===== config.mk =====
export PLATFORM = sky130hd
export DESIGN_NAME = bfp16_route_sched
export DESIGN_NICKNAME = d
export VERILOG_FILES = /design/src/rtl/bfp16_route_sched.sv
export SDC_FILE = /design/constraint.sdc
export NUM_CORES = 1
export LEC_CHECK = 0
export ABC_CLOCK_PERIOD_IN_PS = 2700
export CORE_MARGIN = 2
export CORE_UTILIZATION = 47
export CTS_CLUSTER_DIAMETER = 200
export CTS_CLUSTER_SIZE = 16
export DETAILED_ROUTE_END_ITERATION = 8
export GPL_TIMING_DRIVEN = 1
export PLACE_DENSITY = 0.87
export RECOVER_POWER = 100
export SYNTH_ARGS = -nofsm -noshare
export SYNTH_HDL_FRONTEND = slang
export SYNTH_SLANG_ARGS = --single-unit
export TNS_END_PERCENT = 100

===== constraint.sdc =====
create_clock -name clk -period 2.7 [get_ports clk]
set_input_delay 0.81 -clock clk [delete_from_list [all_inputs] [get_ports clk]]
set_output_delay 0.81 -clock clk [all_outputs]
set_load 0.005 [all_outputs]

===== src/rtl/bfp16_route_sched.sv =====
`timescale 1ns/1ps
// ---------------------------------------------------------------------------
// bfp16_route_sched
//
// Sequencer for the BFP16 1-to-2 demux in the matmul operand loader. A single
// valid/ready stream of BFP16 words is split into two bursts. The first len0
// words go to channel 0 (A-operand buffer). The next len1 words go to
// channel 1 (B-operand buffer). Each output channel has a one-entry register
// slice, so consumer back-pressure is honoured without losing words. The two
// slices drain independently. As a result, channel 0 may still be holding its
// last word while channel 1 is already accepting input.
//
// Parameters
//   DATA_TYPE : BFP16 word width (16)
//   CNT_W     : width of the length fields and word counters. The maximum
//               burst is 2^CNT_W-1 words.
//
// Ports
//   clk, rst           : clock (rising edge) and asynchronous active-high reset
//   start, len0, len1  : job request. It is sampled only while idle, and the
//                        lengths are latched when the request is accepted.
//   busy               : high while a job is in progress (ROUTE0/ROUTE1/DRAIN)
//   done               : one-cycle pulse after every word has been delivered
//   sel                : current routing target (0 = channel 0, 1 = channel 1)
//   in_valid/ready/data: input word stream
//   out0_*             : channel 0 register slice (valid/ready/data)
//   out1_*             : channel 1 register slice (valid/ready/data)
// ---------------------------------------------------------------------------
module bfp16_route_sched #(
    parameter int DATA_TYPE = 16,
    parameter int CNT_W     = 11
) (
    input  logic                 clk,
    input  logic                 rst,

    input  logic                 start,
    input  logic [CNT_W-1:0]     len0,
    input  logic [CNT_W-1:0]     len1,
    output logic                 busy,
    output logic                 done,
    output logic                 sel,

    input  logic                 in_valid,
    output logic                 in_ready,
    input  logic [DATA_TYPE-1:0] in_data,

    output logic                 out0_valid,
    input  logic                 out0_ready,
    output logic [DATA_TYPE-1:0] out0_data,

    output logic                 out1_valid,
    input  logic                 out1_ready,
    output logic [DATA_TYPE-1:0] out1_data
);

    typedef enum logic [1:0] {
        IDLE   = 2'd0,
        ROUTE0 = 2'd1,
        ROUTE1 = 2'd2,
        DRAIN  = 2'd3
    } state_t;

    state_t               state_q,      state_d;
    logic [CNT_W-1:0]     len0_q,       len0_d;
    logic [CNT_W-1:0]     len1_q,       len1_d;
    logic [CNT_W-1:0]     cnt0_q,       cnt0_d;
    logic [CNT_W-1:0]     cnt1_q,       cnt1_d;
    logic                 out0_valid_q, out0_valid_d;
    logic                 out1_valid_q, out1_valid_d;
    logic [DATA_TYPE-1:0] out0_data_q,  out0_data_d;
    logic [DATA_TYPE-1:0] out1_data_q,  out1_data_d;

    logic                 in_ready_c;
    logic                 done_c;
    logic                 load0;
    logic                 load1;

    // -----------------------------------------------------------------------
    // Next-state, counters and handshake
    // -----------------------------------------------------------------------
    always_comb begin
        // NOTE: every variable gets a default before the case statement. A
        // path that leaves one unassigned would infer a latch.
        state_d    = state_q;
        len0_d     = len0_q;
        len1_d     = len1_q;
        cnt0_d     = cnt0_q;
        cnt1_d     = cnt1_q;
        in_ready_c = 1'b0;
        done_c     = 1'b0;
        load0      = 1'b0;
        load1      = 1'b0;

        unique case (state_q)
            IDLE: begin
                if (start) begin
                    len0_d = len0;
                    len1_d = len1;
                    cnt0_d = '0;
                    cnt1_d = '0;
                    // Empty bursts are skipped entirely. This means a
                    // zero-length job goes straight to DRAIN.
                    if (len0 != '0) begin
                        state_d = ROUTE0;
                    end else if (len1 != '0) begin
                        state_d = ROUTE1;
                    end else begin
                        state_d = DRAIN;
                    end
                end
            end

            ROUTE0: begin
                // Accept a word only if the slot is empty or is emptying
                // this cycle.
                in_ready_c = !out0_valid_q || out0_ready;
                if (in_valid && in_ready_c) begin
                    load0  = 1'b1;
                    cnt0_d = cnt0_q + CNT_W'(1);
                    if (cnt0_d == len0_q) begin
                        state_d = (len1_q != '0) ? ROUTE1 : DRAIN;
                    end
                end
            end

            ROUTE1: begin
                in_ready_c = !out1_valid_q || out1_ready;
                if (in_valid && in_ready_c) begin
                    load1  = 1'b1;
                    cnt1_d = cnt1_q + CNT_W'(1);
                    if (cnt1_d == len1_q) begin
                        state_d = DRAIN;
                    end
                end
            end

            DRAIN: begin
                // The job is complete only when both slices have handed
                // their last word to the consumer.
                if (!out0_valid_q && !out1_valid_q) begin
                    done_c  = 1'b1;
                    state_d = IDLE;
                end
            end

            default: state_d = IDLE;
        endcase
    end

    // -----------------------------------------------------------------------
    // Output register slices. A load takes priority over a drain in the same
    // cycle, so valid stays high and the data advances. Data only changes on
    // a load. It therefore stays stable under back-pressure and keeps its
    // last value after valid drops.
    // -----------------------------------------------------------------------
    always_comb begin
        out0_valid_d = load0 || (out0_valid_q && !out0_ready);
        out0_data_d  = load0 ? in_data : out0_data_q;
        out1_valid_d = load1 || (out1_valid_q && !out1_ready);
        out1_data_d  = load1 ? in_data : out1_data_q;
    end

    // -----------------------------------------------------------------------
    // State registers
    // -----------------------------------------------------------------------
    // NOTE: the data slices are reset too. Their value after reset is
    // visible on the ports, so it must be a known zero rather than
    // whatever the flops powered up with.
    always_ff @(posedge clk or posedge rst) begin
        if (rst) begin
            state_q      <= IDLE;
            len0_q       <= '0;
            len1_q       <= '0;
            cnt0_q       <= '0;
            cnt1_q       <= '0;
            out0_valid_q <= 1'b0;
            out1_valid_q <= 1'b0;
            out0_data_q  <= '0;
            out1_data_q  <= '0;
        end else begin
            // NOTE: non-blocking assignments here. Every flop therefore
            // samples the pre-edge value of its _d input, regardless of the
            // order of the statements.
            state_q      <= state_d;
            len0_q       <= len0_d;
            len1_q       <= len1_d;
            cnt0_q       <= cnt0_d;
            cnt1_q       <= cnt1_d;
            out0_valid_q <= out0_valid_d;
            out1_valid_q <= out1_valid_d;
            out0_data_q  <= out0_data_d;
            out1_data_q  <= out1_data_d;
        end
    end

    // -----------------------------------------------------------------------
    // Port drivers
    // -----------------------------------------------------------------------
    // sel points at channel 1 once channel 0's burst is finished or skipped.
    // It changes in the same cycle as the state change.
    assign busy       = (state_q != IDLE);
    assign sel        = (state_q == ROUTE1) || (state_q == DRAIN);
    assign done       = done_c;
    assign in_ready   = in_ready_c;
    assign out0_valid = out0_valid_q;
    assign out0_data  = out0_data_q;
    assign out1_valid = out1_valid_q;
    assign out1_data  = out1_data_q;

endmodule


==> out/metrics.json <==
{
  "outcome": {"value": "finished clean"},
  "worstMarginPinSlew": {"value": 0.973, "unit": "ns"},
  "globalplace.congestion": {"value": 0.906},
  "fin_worst_hold_slack": {"value": 0.499, "unit": "ns"},
  "max_cap_violations": {"value": 0},
  "yosys_warnings": {"value": 0},
  "top_level_ports": {"value": 82},
  "via_count_of_the_first_global_routing_pass": {"value": 3412},
  "power.leakage": {"value": 2.20, "unit": "nW"},
  "fin_crit": {"value": 2.65, "unit": "ns"},
  "drt_drc_violations_left": {"value": 0},
  "areal_power_density_over_the_cells": {"value": 986, "unit": "nW/µm²"},
  "cp.required": {"value": 2.93, "unit": "ns"},
  "maximum_number_of_pins_on_one_net_before_global_route_repair": {"value": 66},
  "dominant_delay_contributor_by_cell_family_on_the_critical_path": {"value": "buffers and inverters"},
  "post_synth_num_cell_types": {"value": 47},
  "grtUsageMet2": {"value": 0.351},
  "clock-root-buffer": {"value": "clkbuf_8"},
  "floorplan.die.width": {"value": 97.1, "unit": "µm"},
  "drtPass1Iterations": {"value": 5},
  "final_net_count": {"value": 513},
  "grt.total_usage": {"value": 0.213},
  "area_delta_synth_final": {"value": 28.5, "unit": "%"},
  "clock.fmax": {"value": 377, "unit": "MHz"},
  "arrival": {"value": 2.89, "unit": "ns"},
  "total_die_area": {"value": 9430, "unit": "µm²"},
  "layout_worst_path_cycle_share": {"value": 0.983},
  "clock_tree.htree_level_count": {"value": 3},
  "tns": {"value": 0, "unit": "ns"},
  "ctsHoldBuffers": {"value": 0},
  "crit_path_end_kind": {"value": "register"},
  "core_area": {"value": 8300, "unit": "µm²"},
  "groute.layer.met3.usage": {"value": 0.0633},
  "clock_insertion_delay_worst_skew": {"value": 0.35, "unit": "ns"},
  "syn_inst": {"value": 370},
  "post_cts.repair.setup_buffers": {"value": 0},
  "postSynthRegisterBits": {"value": 80},
  "final_layout_size_suffix_gt1_frac": {"value": 0.201},
  "final-setup-viol-count": {"value": 0},
  "routed-via-count": {"value": 3297},
  "grt_first_pass_wirelength": {"value": 16.4, "unit": "mm"},
  "routed_wl": {"value": 9.96, "unit": "mm"},
  "row_count": {"value": 33},
  "post-place-ws": {"value": -0.281, "unit": "ns"},
  "grt-busiest-layer": {"value": "met2"},
  "cp.buffers_inverters": {"value": 4},
  "die_extent_in_y": {"value": 97.1, "unit": "µm"},
  "place.port_buffers": {"value": 81},
  "slew_headroom": {"value": 0.351},
  "finalHoldViolations": {"value": 0},
  "ant_diodes": {"value": 0},
  "path_clk_slew": {"value": 0.09, "unit": "ns"},
  "postSynthNetCount": {"value": 421},
  "min-delay-path-class": {"value": "reg -> reg"},
  "worst_setup_path_start_kind": {"value": "primary input"},
  "dp_hpwl": {"value": 7.38, "unit": "mm"},
  "sequential_share_of_the_synthesized_area": {"value": 0.492},
  "crit_path_cell_trace": {"value": "clkdlybuf4s50_1, inv_1, nand2_1, buf_4, nand3_1, clkbuf_1, mux2_2"},
  "tritoncts": {"value": "built"},
  "clock_path_buffers": {"value": 2},
  "syn-mean-instance-area": {"value": 11.0, "unit": "µm²"},
  "initial_utilization": {"value": 0.491},
  "drt-initial-drc-count": {"value": 234},
  "cpPeakStageDelay": {"value": 0.75, "unit": "ns"},
  "critical_path_fanout_max": {"value": 17},
  "gr-usage-met1": {"value": 0.265},
  "synth.cell_area": {"value": 4070, "unit": "µm²"},
  "wire_per_inst": {"value": 17.4, "unit": "µm"},
  "via_per_inst": {"value": 5.76},
  "utilization": {"value": 0.631},
  "ant_nets": {"value": 0},
  "cts.sinks": {"value": 80},
  "grt_antenna_before_repair": {"value": 0},
  "critical-path-slowest-cell": {"value": "clkbuf_1"},
  "postLayoutSetupSlackWorst": {"value": 0.0460, "unit": "ns"},
  "number_of_pins_with_negative_max_slew_slack_in_the_final_report": {"value": 0},
  "ir_drop": {"value": 0.763, "unit": "mV"},
  "numCtsBuffers": {"value": 9},
  "path_class": {"value": "in -> reg"},
  "globalRouteOverflowTotal": {"value": 0},
  "worst_clock_skew": {"value": 0.00802, "unit": "ns"}
}
[worst paths after layout]
kind	start	end	slack (ns)	cells past startpoint
setup / recovery	out0_ready	out0_data[8]$_DFFE_PP0P_	0.05	7
hold / removal	cnt0_q[10]$_DFFE_PP0P_	cnt0_q[10]$_DFFE_PP0P_	0.50	1
setup reg to reg	cnt0_q[0]$_DFFE_PP0P_	state_q[0]$_DFFE_PP0P_	0.17	8
hold reg to reg	cnt0_q[10]$_DFFE_PP0P_	cnt0_q[10]$_DFFE_PP0P_	0.50	1
max in group asynchronous	rst	cnt1_q[9]$_DFFE_PP0P_	0.42	3
min in group asynchronous	rst	out1_data[11]$_DFFE_PP0P_	0.96	2
[cell usage after synthesis, drive strengths merged]
cell type,instances,area [µm²]
dfrtp,80,2000
mux2,55,619
o21ai,35,175
nor2,23,86.3
nand2,22,82.6
xnor2,19,166
nand3,15,80.1
xor2,10,87.6
nor4,9,56.3
inv,8,30.0
a21oi,7,35.0
buf,7,35.0
clkbuf,7,26.3
ha,7,87.6
o31ai,7,52.6
and3,5,32.5
nor2b,5,31.3
nor3b,5,37.5
or2,5,31.3
mux2i,4,40.0
nand4,4,31.3
a22o,3,26.3
and2,3,18.8
and4,3,26.3
nor3,3,15.0
a311oi,2,17.5
o2111ai,2,17.5
or3,2,12.5
a211oi,1,12.5
a21boi,1,7.51
a21o,1,7.51
a22oi,1,7.51
a31oi,1,6.26
a41o,1,10.0
a41oi,1,8.76
nand2b,1,6.26
nand3b,1,7.51
o2111a,1,11.3
o21ba,1,10.0
o221ai,1,8.76
or3b,1,8.76
[cell families after synthesis]
family,Yosys count,synth area share
AO/OA/AOI/OAI,66,0.102
XOR/XNOR,29,0.0624
adder cells (fa/ha/maj),7,0.0215
buffers and inverters,22,0.0224
flip-flops,80,0.492
multiplexers,59,0.162
AND/OR/NAND/NOR,107,0.139
[metrics by stage]
stage,area [µm²],total power [mW],std cells
2_1_floorplan,4080,3.31,370
3_3_place_gp,5070,4.36,556
3_5_place_dp,5070,4.48,556
4_1_cts,5260,5.30,572
5_1_grt,5240,5.50,572
6_report,5240,5.16,572
[layout make-up]
cell class	instances	area, µm²
inverters	8	31.3
well taps	105	131
flip-flops and latches	80	2000
clock inverters	7	56.3
clock buffers	9	124
multi-input cells	268	1990
repair buffers	95	902
fillers	632	3060
[sequential cells by signal (all words and copies together) (netlist names)]
signal and flops:
len0_q 11, out1_valid 1, state_q 2, len1_q 11, cnt1_q 11, out0_data 16
out0_valid 1, cnt0_q 11, out1_data 16
[per-layer routing]
metal | routed length (µm) | vias to the layer above
li1 | - | 1518
met1 | 4020 | 1613
met2 | 4830 | 144
met3 | 898 | 22
met4 | 205 | 0
met5 | 0 | -
[layout by cell type, fill, tap and decap left out, drive strengths merged, types with 10 or more instances in the layout]
cell type / Yosys / layout
o21ai: 35 / 35
dfrtp: 80 / 80
nor2: 23 / 23
dlygate4sd3: 0 / 33
xor2: 10 / 10
buf: 7 / 10
nand3: 15 / 15
nand2: 22 / 22
xnor2: 19 / 19
clkbuf: 7 / 14
mux2: 55 / 55
clkdlybuf4s50: 0 / 46
[power breakdown]
part | total [mW] | internal (mW) | switching [mW]
sequential | 2.04 | 1.67 | 0.372
combinational | 2.31 | 1.34 | 0.968
clock | 0.812 | 0.342 | 0.470
[worst register-to-register path, cell delays in order (launching register included)]
cell and delay, ns:
dfrtp_1 0.49, ha_1 0.37, nand3_1 0.13, xor2_1 0.23, xnor2_1 0.10, nor4_1 0.32
a41oi_1 0.20, a211oi_2 0.23, mux2_1 0.34
[what timing repair did]
item	4_1_cts	5_1_grt
setup endpoints to repair	2	4
hold endpoints to repair	0	0
resized for setup	3	3
pin swaps	1	0
(Power assumes the default switching activity.)
==> variant 1, RTL diff (config.mk and constraints unchanged) <==
Reset style: synchronous (`rst`), changed in one clocked block. Comments in the files are not updated.
--- a/src/rtl/bfp16_route_sched.sv
+++ b/src/rtl/bfp16_route_sched.sv
@@ -167,5 +167,5 @@
     // visible on the ports, so it must be a known zero rather than
     // whatever the flops powered up with.
-    always_ff @(posedge clk or posedge rst) begin
+    always_ff @(posedge clk) begin
         if (rst) begin
             state_q      <= IDLE;
Function: differs if rst is asserted again (counterexample within 4 cycles, from zero or initial values and one cycle with rst high); with rst held inactive, the same outputs for 10 cycles.
==> variant 1 against the original RTL <==
Die area decreased by 0.49%. Hold slack got worse by 0.044 ns. Final area increased by 0.33%. Sequential cell count unchanged. Synthesized area decreased by 0.52%. Wire length increased by 12%. Power decreased by 22%. Critical path depth increased by 2. Clock power increased by 47%. Core utilization increased by 0.21 points. Combinational power decreased by 39%. Worst setup slack improved by 0.0081 ns. Largest power group is now sequential cells.
==> variant 1: results (changes against the original RTL) <==
DR.PASS1.ITERS=6  # +1
LARGEST_STAGE_DELAY_WORST_PATH_NS=0.51  # -0.24 ns
POWER.IR.VDD_WORST_V=0.000486  # -36%
CLOCK_SKEW_NS=0.00825  # +0.000233 ns
SYNTH_TOP_CELLS_BY_COUNT='115 x nand2_1, 83 x a21oi_1, 80 x dfxtp_1'
STATUS='complete, no violations'
SYNTH_FLOP_CELL='dfxtp_1'
SYNTHARSTFLOPSHARE_PCT=0  # -100 points
SYNTH.TOP_CELLS.BY_AREA='dfxtp_1 40%, nand2_1 11%, a21oi_1 10%, xnor2_1 3.0%, o21ai_0 3.0%'
HP-CLASS='reg -> reg'
HTREEDEPTH=3  # unchanged
CTSRESIZECOUNT=4  # +1
WORST-ENDPOINT-ARRIVAL_NS=2.93  # +0.04 ns
SETUP_TNS_NS=0  # unchanged
FIRST_PASS_GRT_WIRE_LENGTH_MM=18.2  # +11%
REG_CLK_SLEW_REPORTED_PATHS_NS=0.09  # about the same
CLK-INSERTION-DELAY-LATE_NS=0.36
ANTENNA-DIODE-COUNT=0  # unchanged
SYNTH_AREA_PER_CELL_UM2=7.78  # -29%
SYN_WARNINGS=0  # unchanged
CRITICAL_PATH.SLOWEST_CELL='or4b_1'
IO_BUFFERS=81  # unchanged
FRACTION_OF_FINAL_LAYOUT_CELLS_WITH_DRIVE_STRENGTH_GREATER_THAN_1_PCT=8.07  # -12 points
CELLINTERNALPOWER_mW=2.63  # -22%
FINAL_NETS=653  # +27%
SLEW_AT_THE_PIN_CLOSEST_TO_ITS_MAX_SLEW_LIMIT_NS=1.03  # +0.0547 ns
WIRE_PER_INST_UM=15.6  # -10%
NUMBER_OF_BUFFERS_INSERTED_DURING_CLOCK_TREE_SYNTHESIS=9  # unchanged
PLACER_CONGESTION_ESTIMATE=0.857  # -5.4%
BUFS_ON_LONGEST_CLOCK_PATH=2  # unchanged
YOSYSSEQAREASHARE_PCT=39.5  # -9.6 points
PIN_COUNT_OF_THE_BIGGEST_NET_ENTERING_GLOBAL_ROUTING=37  # -44%
FINAL_CELL_COUNT_NO_FILL=712  # +24%
ANTENNA_VIOLATIONS_BEFORE_REPAIR=0  # unchanged
CTS_ROOT_BUFFER='clkbuf_8'
CP_MAX_FANOUT=5  # -12
TOTAL_LEAKAGE_POWER_nW=2.04  # -7.1%
TOT_GR_TRACK_USE_PCT=23.3  # +2.0 points
DPL.CELL_COUNT=696  # +25%
GRT_OVERFLOW=0  # unchanged
ROUTE.VIAS.TOTAL=4081  # +24%
SYNTH_CELL_TYPE_COUNT=55  # +17%
POSTPLACECELLAREA_MM2=0.00500  # -1.5%
FIRST_ITER_VIOLATIONS=292  # +25%
CTS.REPAIR_TIMING.SETUP_BUFFER_COUNT=0  # unchanged
WORST_PATH_DOMINANT_CELL_FAMILY='simple AND/OR/NAND/NOR gates'
PRECTSSETUPSLACK_NS=-0.311  # -0.0303 ns
MAPPEDNETLISTNETS=572  # +36%
FIRST_GLOBAL_VIAS=3959  # +16%
PLACE_HPWL_MM=7.84  # +6.3%
==> variant 1: worst register-to-register path, stage by stage (launching register included) <==
cell and delay [ns]:
dfxtp_1 0.53, ha_1 0.48, nand4_1 0.22, o311ai_0 0.32, nor3_1 0.10, o32a_1 0.20
a31o_1 0.22, and2_4 0.15, o31ai_2 0.17
==> variant 1: metal layers <==
layer	vias to the layer above	global-route usage, %	wire length, um
li1	1968	-	-
met3	34	8.74	942
met4	0	8.13	318
met1	1925	27.6	4580
met5	-	0	0
met2	154	38.6	5280
==> variant 1: cells by family (layout without fill, tap and decap cells) <==
logic type,after synthesis,count (layout),share of synthesized area [%]
AOI/OAI and AO/OA,133,133,19.1
buffers and inverters,38,124,4.85
and+or+nand+nor,235,235,28.2
DFF,80,80,39.5
muxes,1,1,0.370
xor gates and xnor gates,27,27,5.84
adders and majority gates,7,7,2.16
==> variant 1: final cells by class <==
cell class              count  area, um2
inverters                   6       22.5
repair buffers            102        960
multi-input cells         403       2260
flip-flops and latches     80       1600
clock inverters             7        149
clock buffers               9        124
well taps                 105        131
fillers                   675       3050
==> variant 1: path summary, 6_finish.rpt <==
kind	endpoint	from	slack, ns	depth (start not counted)
setup / recovery	state_q[1]	out1_ready	0.05	9
hold / removal	out0_data[7]	out0_data[7]	0.45	2
setup reg to reg	state_q[0]	cnt0_q[0]	0.21	8
hold reg to reg	out0_data[7]	out0_data[7]	0.45	2
==> variant 1: power by group through the flow <==
stage,clock network (mW),logic [mW],registers (mW)
2_1_floorplan,0,0.875,1.41
3_3_place_gp,0,1.39,1.43
3_5_place_dp,0,1.44,1.44
4_1_cts,1.21,1.45,1.41
5_1_grt,1.25,1.55,1.43
6_report,1.19,1.41,1.41
==> variant 2, RTL diff (config.mk and constraints unchanged) <==
Without the edit above. Set the parameter `DATA_TYPE` to 18 (it was 16). Comments in the files are not updated.
--- a/src/rtl/bfp16_route_sched.sv
+++ b/src/rtl/bfp16_route_sched.sv
@@ -28,5 +28,5 @@
 // ---------------------------------------------------------------------------
 module bfp16_route_sched #(
-    parameter int DATA_TYPE = 16,
+    parameter int DATA_TYPE = 18,
     parameter int CNT_W     = 11
 ) (
Ports: changed (resized in_data, out0_data and out1_data); port bits go from 82 to 88. No check against the original RTL was run, so the function may have changed too.
==> variant 2 against the original RTL <==
Synthesized area rose by 3.3%. Largest cell class unchanged. Power rose by 14%. Die area rose by 3.2%. Worst setup slack improved by 0.039 ns. Final area rose by 7.2%. Core utilization rose by 1.3 points. Wire length rose by 4.6%. Sequential cell count rose by 4.
==> variant 2: results (changes against the original RTL) <==
STATUS='complete, no violations'
PLACE_HPWL_MM=7.48  # +1.4%
WORST_HOLD_SLACK_NS=0.510  # +0.0115 ns
CLOCK_SKEW_NS=0.0109  # +0.00290 ns
FIRST_ITER_VIOLATIONS=186  # -21%
IO_BUFFERS=87  # +7.4%
ROUTE.VIAS.TOTAL=3395  # +3.0%
PRECTSSETUPSLACK_NS=-0.201  # +0.0800 ns
MET3_USE_GR_PCT=5.67  # -0.66 points
FINAL_NETS=533  # +3.9%
HOLD_END='out0_data[5]'
HOLD_PATH.STARTPOINT='out0_data[5]'
SYNTH_TOP_CELLS_BY_COUNT='84 x dfrtp_1, 58 x mux2_2, 29 x o21ai_0'
YOSYSSEQAREASHARE_PCT=49.9  # +0.79 points
TOT_GR_TRACK_USE_PCT=22.1  # +0.80 points
FILLCELLCOUNT=611  # -3.3%
USE_MET2_PCT=37.7  # +2.5 points
GLOBAL_ROUTING_MET1_RESOURCE_UTILIZATION_PCT=27.3  # +0.81 points
MAPPEDNETLISTNETS=425  # +0.95%
DETAIL_ROUTE.WIRELENGTH.MET1_MM=4.23  # +5.3%
POWER.IR.VDD_WORST_V=0.000606  # -21%
SETUP.REG_TO_REG.WORST_SLACK_NS=0.14  # -0.03 ns
ROUTED-WL-MET2_MM=5.22  # +8.1%
FRACTION_OF_FINAL_LAYOUT_CELLS_WITH_DRIVE_STRENGTH_GREATER_THAN_1_PCT=22.5  # +2.4 points
FIRST_GLOBAL_VIAS=3496  # +2.5%
CRITPATHCAPTURE='in_ready'
WORST_R2R_STARTPOINT='cnt0_q[2]'
SLEW_HEADROOM_PCT=28.0  # -7.1 points
PIN_COUNT_OF_THE_BIGGEST_NET_ENTERING_GLOBAL_ROUTING=40  # -39%
SYNTH.TOP_CELLS.BY_AREA='dfrtp_1 50%, mux2_2 16%, xnor2_1 5.2%, o21ai_0 3.4%, nand2_1 2.3%'
WIRE_PER_INST_UM=17.6  # +1.1%
==> variant 2: cell count changes in the layout (fill, tap and decap cells not counted), moves of 4 or more <==
| cell | delta |
|---|---|
| buf_4 | +5 |
| clkbuf_1 | +4 |
| clkdlybuf4s50_1 | +38 |
| dfrtp_1 | +4 |
| dlygate4sd3_1 | -31 |
| mux2_2 | +4 |
| nand2_1 | +4 |
| nand3_1 | -7 |
| nor2_1 | -4 |
| o21ai_0 | -6 |
| xnor2_1 | +6 |
==> variant 2: logic make-up after synthesis <==
family,after synthesis,synth area share [%]
flops,84,49.9
compound gates,62,9.51
buf+inv,24,2.17
mux,62,16.5
simple gates,98,12.5
xor+xnor,35,7.28
fa+ha+maj,7,2.08
==> variant 2: critical path: stages <==
cell and delay (ns):
clkdlybuf4s50_1 0.40, nand2b_4 0.14, a22oi_2 0.18, nor2b_1 0.07
clkdlybuf4s15_1 0.20
==> variant 2: cell type report <==
class | count | area, um2 | area share, %
Tap cell | 108 | 135 | 2.41
Clock inverter | 6 | 114 | 2.03
Inverter | 9 | 35.0 | 0.624
Multi-Input combinational cell | 264 | 2060 | 36.7
Timing Repair Buffer | 112 | 1040 | 18.6
Clock buffer | 9 | 124 | 2.21
Sequential cell | 84 | 2100 | 37.5
==> variant 2: stage by stage <==
step	cells	util (%)	cell area, um2
2_1_floorplan	372	-	4210
3_3_place_gp	576	61.5	5370
3_5_place_dp	576	61.5	5370
4_1_cts	591	64.3	5610
5_1_grt	592	64.3	5610
6_report	592	64.3	5610
==> variant 2: timing repair <==
action	4_1_cts	5_1_grt
resized for setup	2	9
setup buffers	0	1
endpoints found under the setup margin	2	4
pin swaps	0	0
==> variant 2: report_power, final <==
group	switching, mW	internal [mW]
Clock	0.460	0.611
Combinational	1.09	1.58
Sequential	0.382	1.76
Total	1.93	3.95
